===== src/rtl/cdb_arbiter.sv =====
// ---------------------------------------------------------------------------
// cdb_arbiter
//
// Purpose:
//   Shares the single common data bus (CDB) between the execution units.
//   Each cycle at most one requesting unit is granted using round-robin
//   priority. The granted unit's result is latched into one output register,
//   which is then offered to the ROB / reservation stations through a
//   valid/ready handshake.
//
// Ports:
//   clk_i        in   1              clock
//   rst_i        in   1              asynchronous active-high reset
//   flush_i      in   1              pipeline flush: drops held and incoming results
//   eu_valid_i   in   EU_N           per-unit result valid
//   eu_ready_o   out  EU_N           per-unit grant, one-hot or zero
//   eu_data_i    in   EU_N x cdb_data_t  per-unit result
//   cdb_valid_o  out  1              output register holds valid data
//   cdb_ready_i  in   1              ROB accepts the CDB data this cycle
//   cdb_data_o   out  cdb_data_t     output register contents
//   cdb_src_o    out  SRC_W          index of the unit that produced cdb_data_o
// ---------------------------------------------------------------------------

package expipe_pkg;
    localparam int EU_N      = 4;
    localparam int ROB_IDX_W = 5;
    localparam int DATA_W    = 64;
    localparam int EXC_W     = 5;
    localparam int FLAGS_W   = 4;

    typedef struct packed {
        logic [ROB_IDX_W-1:0] rob_idx;
        logic [DATA_W-1:0]    res_value;
        logic                 except_raised;
        logic [EXC_W-1:0]     except_code;
        logic [FLAGS_W-1:0]   flags;
    } cdb_data_t;
endpackage

module cdb_arbiter #(
    parameter int EU_N  = expipe_pkg::EU_N,
    parameter int SRC_W = $clog2(EU_N)
) (
    input  logic                               clk_i,
    input  logic                               rst_i,
    input  logic                               flush_i,
    input  logic [EU_N-1:0]                    eu_valid_i,
    output logic [EU_N-1:0]                    eu_ready_o,
    input  expipe_pkg::cdb_data_t [EU_N-1:0]   eu_data_i,
    output logic                               cdb_valid_o,
    input  logic                               cdb_ready_i,
    output expipe_pkg::cdb_data_t              cdb_data_o,
    output logic [SRC_W-1:0]                   cdb_src_o
);

    localparam logic [SRC_W:0] EU_N_X = (SRC_W+1)'(EU_N);

    // (base + off) mod EU_N for base < EU_N and off < EU_N; one extra bit
    // of headroom is enough, so a single conditional subtract wraps it.
    function automatic logic [SRC_W-1:0] wrap_add(input logic [SRC_W-1:0] base,
                                                  input logic [SRC_W:0]   off);
        logic [SRC_W:0] sum;
        sum = {1'b0, base} + off;
        if (sum >= EU_N_X) begin
            sum = sum - EU_N_X;
        end
        return sum[SRC_W-1:0];
    endfunction

    logic                   r_vld_p0;
    expipe_pkg::cdb_data_t  r_data_p0;
    logic [SRC_W-1:0]       r_src_p0;
    logic [SRC_W-1:0]       r_rr;

    logic                   w_free;
    logic                   w_arb_en;
    logic                   w_found;
    logic                   w_grant;
    logic [SRC_W-1:0]       w_win;
    logic [SRC_W-1:0]       w_idx;

    // ---- Arbitration (combinational, same cycle as request) ----
    // The register is free when empty or being drained this cycle, which
    // lets a drain and a new capture share one edge (1 result/cycle).
    // The grant never looks at the winner's own ready, so no loop forms.
    always_comb begin
        w_free   = !r_vld_p0 || cdb_ready_i;
        w_arb_en = w_free && !flush_i && !rst_i;
        w_found  = 1'b0;
        w_win    = '0;
        w_idx    = '0;
        for (int i = 0; i < EU_N; i++) begin
            w_idx = wrap_add(r_rr, (SRC_W+1)'(i));
            if (!w_found && eu_valid_i[w_idx]) begin
                w_found = 1'b1;
                w_win   = w_idx;
            end
        end
        w_grant = w_arb_en && w_found;
    end

    always_comb begin
        eu_ready_o = '0;
        for (int k = 0; k < EU_N; k++) begin
            eu_ready_o[k] = w_grant && (w_win == SRC_W'(k));
        end
    end

    // ---- Output register stage p0 ----
    // Flush only clears valid; the pointer moves only on a real grant.
    always_ff @(posedge clk_i or posedge rst_i) begin
        if (rst_i) begin
            r_vld_p0  <= 1'b0;
            r_data_p0 <= '0;
            r_src_p0  <= '0;
            r_rr      <= '0;
        end else if (flush_i) begin
            r_vld_p0  <= 1'b0;
        end else if (w_grant) begin
            r_vld_p0  <= 1'b1;
            r_data_p0 <= eu_data_i[w_win];
            r_src_p0  <= w_win;
            r_rr      <= wrap_add(w_win, (SRC_W+1)'(1));
        end else if (w_free) begin
            r_vld_p0  <= 1'b0;
        end
    end

    assign cdb_valid_o = r_vld_p0;
    assign cdb_data_o  = r_data_p0;
    assign cdb_src_o   = r_src_p0;

    a_ready_onehot0 : assert property (@(posedge clk_i) disable iff (rst_i)
        $onehot0(eu_ready_o));

    a_ready_needs_valid : assert property (@(posedge clk_i) disable iff (rst_i)
        ((eu_ready_o & ~eu_valid_i) == '0));

    a_data_stable_on_stall : assert property (@(posedge clk_i) disable iff (rst_i)
        (cdb_valid_o && !cdb_ready_i) |=> $stable(cdb_data_o));

endmodule


===== config.mk =====
export PLATFORM = sky130hd
export DESIGN_NAME = cdb_arbiter
export DESIGN_NICKNAME = d
export VERILOG_FILES = /design/src/rtl/cdb_arbiter.sv
export SDC_FILE = /design/constraint.sdc
export NUM_CORES = 1
export LEC_CHECK = 0
export BUFFER_PORTS_ARGS = -buffer_cell sky130_fd_sc_hd__buf_4
export CORE_AREA = 2 2 158 160
export DETAILED_ROUTE_END_ITERATION = 6
export DIE_AREA = 0 0 160 162
export GPL_TIMING_DRIVEN = 0
export SLEW_MARGIN = 40
export SYNTH_ARGS = -nofsm -noshare
export SYNTH_HDL_FRONTEND = slang
export SYNTH_SLANG_ARGS = --single-unit

===== constraint.sdc =====
create_clock -name clk_i -period 3.9 [get_ports clk_i]
set_input_delay 0.195 -clock clk_i [delete_from_list [all_inputs] [get_ports clk_i]]
set_output_delay 0.195 -clock clk_i [all_outputs]
set_load 0.01 [all_outputs]

=== Word level (Yosys, flattened, before mapping) ===
Index checks and enable logic that the tools add are counted.

* Bits of input ports: 324
* Register bits: 84

* Bitwise logic cells: 1
* $lt $le $gt $ge: 10
* Muxes and demuxes: 26
* Add/sub/neg operators: 9
* Reductions and logical operators: 20
* Equal/unequal tests: 3

{| class="wikitable"
|+ Operator list
! kind !! number
|-
| 79-bit binary-select mux with 2-bit select || 1
|-
| 79-bit 2-to-1 mux || 1
|-
| 2-bit 2-to-1 mux || 9
|-
| 2-bit by 3-bit less-than comparator with 1-bit output, second input constant || 5
|-
| 3-bit greater-or-equal comparator, second input constant || 4
|-
| 1-bit 2-to-1 mux || 11
|-
| 1-bit logical AND || 10
|-
| 2-bit by 1-bit subtractor with 2-bit output, second input constant || 5
|-
| 1-bit binary-select mux with 2-bit select || 4
|-
| 2-bit by 1-bit adder with 3-bit output, second input constant || 2
|-
| 2-bit by 2-bit adder with 3-bit output, second input constant || 2
|-
| 1-bit zero test || 6
|-
| 2-bit == test, second input constant || 2
|-
| 2-bit by 3-bit greater-or-equal comparator with 1-bit output, second input constant || 1
|-
| 3-bit nonzero test || 1
|-
| 2-bit by 1-bit == test with 1-bit output, second input constant || 1
|-
| 2-bit zero test || 1
|-
| 2-bit AND reduction || 1
|-
| 1-bit logical OR || 1
|-
| 1-bit inverter || 1
|}

=== Logic depth before layout (Yosys ltp) ===
* Depth after elaboration: 17
* Depth in mapped cells: 8
* Depth with buffers taken out: 4

=== Worst setup path before layout ===
Ideal clock, no wire load.

* Path kind: reg2out
* Start point: reg r_vld_p0 (netlist: cdb_valid_o)
* End point: out eu_ready_o[1]
* Arrival time: 1516 ps
* Cell stages (with the launch flop): 7
* Setup slack: 2189 ps
* Data required time: 3705 ps
* Path through: dfrtp_1 -> nor2b_1 -> or4_1 -> buf_2 -> buf_6 -> buf_2 -> nor2_1

* Cells in the longest elaborated chain, start to end: 6

{| class="wikitable"
|+ RTL lines
! element !! line !! RTL
|-
| start, declared || 70 || <nowiki>logic r_vld_p0;</nowiki>
|-
| start signal, assigned || 113 || <nowiki>r_vld_p0 <= 1'b0;</nowiki>
|-
| start signal, assigned || 118 || <nowiki>r_vld_p0 <= 1'b0;</nowiki>
|-
| start signal, assigned || 120 || <nowiki>r_vld_p0 <= 1'b1;</nowiki>
|-
| 1-bit zero test || 87 || <nowiki>w_free = !r_vld_p0 || cdb_ready_i;</nowiki>
|-
| 1-bit logical OR || 87 ||
|-
| 1-bit logical AND (2 in series) || 88 || <nowiki>w_arb_en = w_free && !flush_i && !rst_i;</nowiki>
|-
| 1-bit logical AND || 99 || <nowiki>w_grant = w_arb_en && w_found;</nowiki>
|-
| 1-bit logical AND || 105 || <nowiki>eu_ready_o[k] = w_grant && (w_win == SRC_W'(k));</nowiki>
|-
| end, declared || 48 || <nowiki>output logic [EU_N-1:0] eu_ready_o,</nowiki>
|}

No other way between the ends.

=== Worst setup path after layout ===
* Start point: reg r_rr[0]
* End point: out eu_ready_o[0]

* Cells in the longest elaborated chain, start to end: 16
* Elaborated cells between the ends (all ways): 40
* Classes of those cells: 7 x add/sub; 4 x order compare; 20 x mux; 9 x reduce/logical

{| class="wikitable"
|+ RTL lines
! element !! line !! RTL
|-
| start, declared || 73 || <nowiki>logic [SRC_W-1:0] r_rr;</nowiki>
|-
| start signal, assigned || 123 || <nowiki>r_rr <= wrap_add(w_win, (SRC_W+1)'(1));</nowiki>
|-
| branches (longest 15 deep; another with 2-bit by 1-bit adder with 3-bit output) || -- ||
|-
| 1-bit logical AND (*) || 105 ||
|}

Mark *: on every way between the ends. The select of a mux whose other input is x is not followed.

==> qor.csv <==
metric;value;unit
period_needed;2.76;ns
slew_headroom;45.3;%
io_pins;410;
tns;0;ns
multi_input_area;3100;sq um
drc;0;
hold_viol_final;0;
rows;57;
async_flop_share;100;%
max_freq;363;MHz
dieWidth;160;um
first_global_vias;7828;
clockBufferDepth;2;
timing.final.crit_share;70.7;%
viasPerCell;5.42;
num_vias;7842;
portBuffers;406;
antenna_found_initial;0;
cts.sinks;84;
dieArea;25900;sq um
routed_wirelength;31400;um
arrival;2.56;ns
p_switching;1.63;mW
outcome;finished clean;
final-seq-area;2100;sq um
pwr-share-clk;21.5;%
routabilityCongestion;0.870;
yosys_register_bits;84;
pwr-share-comb;47.1;%
area_growth;68.1;%
post-route-util;38.9;%
grt_pass1_wl;46100;um
numCtsBuffers;9;
clkLatencyLatePin;0.35;ns
p_int;2.40;mW
seq_area_frac_synth;37.7;%
clkTransAtPathRegs;0.07;ns
cp_max_fo;10;
syn_avg_cell_area;7.99;sq um
firstDrtPassIters;6;
powerDensity;430;nW/um^2
synth_fp_nets;1022;
leakage;3.95;nW
worst_setup_path_start_kind;register;
ir_drop;0.000169;V
synth_edf_count;0;
ctsRootBufferMaster;clkbuf_16;
wl_per_cell;21.7;um
grt_max_degree;54;
synth_cell_types;34;
endpoint_kind;output pin;
finish.instance_area;9370;sq um
die_h;162;um
synthFlopType;dfrtp_1;
cap_violations;0;
grt_overflow;0;
seq_power_share;31.4;%
detailed_place_hpwl;23300;um
start_util;23.1;%
syn_area;5580;sq um
crit_type;reg -> out;
cts_tree;yes;
ys_warn_count;0;
worst_slew_pin_slew;0.820;ns
clock_skew;0.00923;ns
drt_iter0_drc;534;
placed_cell_area;9080;sq um
n_antenna_cell;0;
core;24100;sq um
syn_inst;698;
min_path_type;in -> reg;
swShare;40.5;%
crit_required;3.70;ns
cts-htree-levels;3;
grt_usage;23.1;%
drive_gt1_share;40.1;%
fillers;2576;
drtAntennaViolNets;0;
rsz0062_at_grt;no;
finalNetCount;1441;
drv_slew;0;
finalSetupViolations;0;
## logic make-up (layout without fill, tap and decap cells)
family / after synthesis / in the layout / synth area share [%]
mux: 1 / 1 / 0.179
compound gates: 255 / 255 / 32.7
buf+inv: 94 / 518 / 7.04
flops: 84 / 84 / 37.7
simple gates: 264 / 264 / 22.4
## critical path, stage by stage (launching register included)
cell and delay, ns:
dfrtp_1 0.44, nor2b_1 0.19, a211o_1 0.14, clkbuf_1 0.62, clkbuf_1 0.49, and2_1 0.21, buf_4 0.12
## final timing paths
path                                           from                    endpoint  slack, ns  cells after the start
setup / recovery                r_rr[0]$_DFFE_PP0P_               eu_ready_o[0]       1.14                      6
hold / removal                              flush_i     cdb_valid_o$_DFFE_PP0P_       0.05                      2
setup reg to reg                r_rr[0]$_DFFE_PP0P_  cdb_data_o[53]$_DFFE_PP0P_       1.40                      6
hold reg to reg            cdb_src_o[1]$_DFFE_PP0P_    cdb_src_o[1]$_DFFE_PP0P_       0.50                      2
max in group asynchronous                     rst_i    cdb_src_o[1]$_DFFE_PP0P_       2.93                      4
min in group asynchronous                     rst_i  cdb_data_o[31]$_DFFE_PP0P_       0.38                      3
## per-layer routing
layer / global-route usage, % / up-vias / routed length, um
met5: 0 / - / 0
met3: 5.31 / 52 / 2850
met4: 6.80 / 0 / 673
li1: - / 3534 / -
met1: 29.5 / 3728 / 12700
met2: 39.1 / 528 / 15200
## layout make-up
type / count / area share, %
multi-input cells: 520 / 33.0
repair buffers: 408 / 32.9
clock inverters: 5 / 0.400
inverters: 3 / 0.200
well taps: 324 / 4.32
plain buffers: 91 / 4.10
flip-flops and latches: 84 / 22.4
clock buffers: 11 / 2.59
## repair_timing
action	4_1_cts	5_1_grt
setup buffers	0	0
resized for setup	0	0
endpoints found under the hold margin	31	0
setup endpoints to repair	0	0
hold buffers	1	0
## power groups by stage
stage | Sequential, mW | Clock [mW] | Combinational [mW]
floorplan | 1.35 | 0 | 0.786
detailed placement | 1.27 | 0 | 1.89
global route | 1.29 | 0.924 | 2.04
finish | 1.26 | 0.867 | 1.90
global placement | 1.27 | 0 | 1.88
CTS | 1.26 | 0.896 | 1.89
## per-stage QoR
| stage | instances | setup WS, ns | total power [mW] | hold slack [ns] |
|---|---|---|---|---|
| 2_1_floorplan | 698 | 1.54 | 2.14 | 0.302 |
| 3_3_place_gp | 1428 | -0.118 | 3.15 | 0.405 |
| 3_5_place_dp | 1429 | 1.44 | 3.16 | 0.196 |
| 4_1_cts | 1446 | 1.17 | 4.05 | 0.0290 |
| 5_1_grt | 1446 | 1.08 | 4.26 | 0.0404 |
| 6_report | 1446 | 1.14 | 4.03 | 0.0527 |
## registers in the layout, summed over array words and instances, names as in the netlist
register,cells
cdb_data_o,79
cdb_valid_o,1
r_rr,2
cdb_src_o,2
## cells in the mapped netlist, types with 2 or more instances
| cell type | count | area (sq um) |
|---|---|---|
| nor2_1 | 86 | 323 |
| dfrtp_1 | 84 | 2100 |
| a21oi_1 | 82 | 410 |
| nand2_1 | 82 | 308 |
| a41oi_1 | 79 | 692 |
| nand4_1 | 79 | 494 |
| o211ai_1 | 79 | 593 |
| clkbuf_1 | 67 | 251 |
| buf_2 | 14 | 70.1 |
| buf_1 | 6 | 22.5 |
| nand2b_1 | 4 | 25.0 |
| nor2b_1 | 4 | 25.0 |
| inv_1 | 3 | 11.3 |
| o21ai_0 | 3 | 15.0 |
| a21o_1 | 2 | 15.0 |
| buf_4 | 2 | 15.0 |
| buf_6 | 2 | 22.5 |
| nor4_2 | 2 | 25.0 |
| o21a_1 | 2 | 15.0 |
| or4_1 | 2 | 15.0 |
## layout by cell type, fill, tap and decap left out, drive strengths merged
cell type	n
buf	431
nor2	86
dfrtp	84
a21oi	83
nand2	82
nand4	79
o211ai	79
a41oi	79
clkbuf	78
nor2b	4
nand2b	4
o21ai	4
inv	3
nor4	3
clkinv	3
a21o	2
o21a	2
or4	2
clkinvlp	2
o21bai	1
or2	1
a221oi	1
nor3	1
and4b	1
a211o	1
mux2i	1
and2	1
a221o	1
o221ai	1
a31oi	1
dlygate4sd3	1
Power figures use the tool's default switching activity.
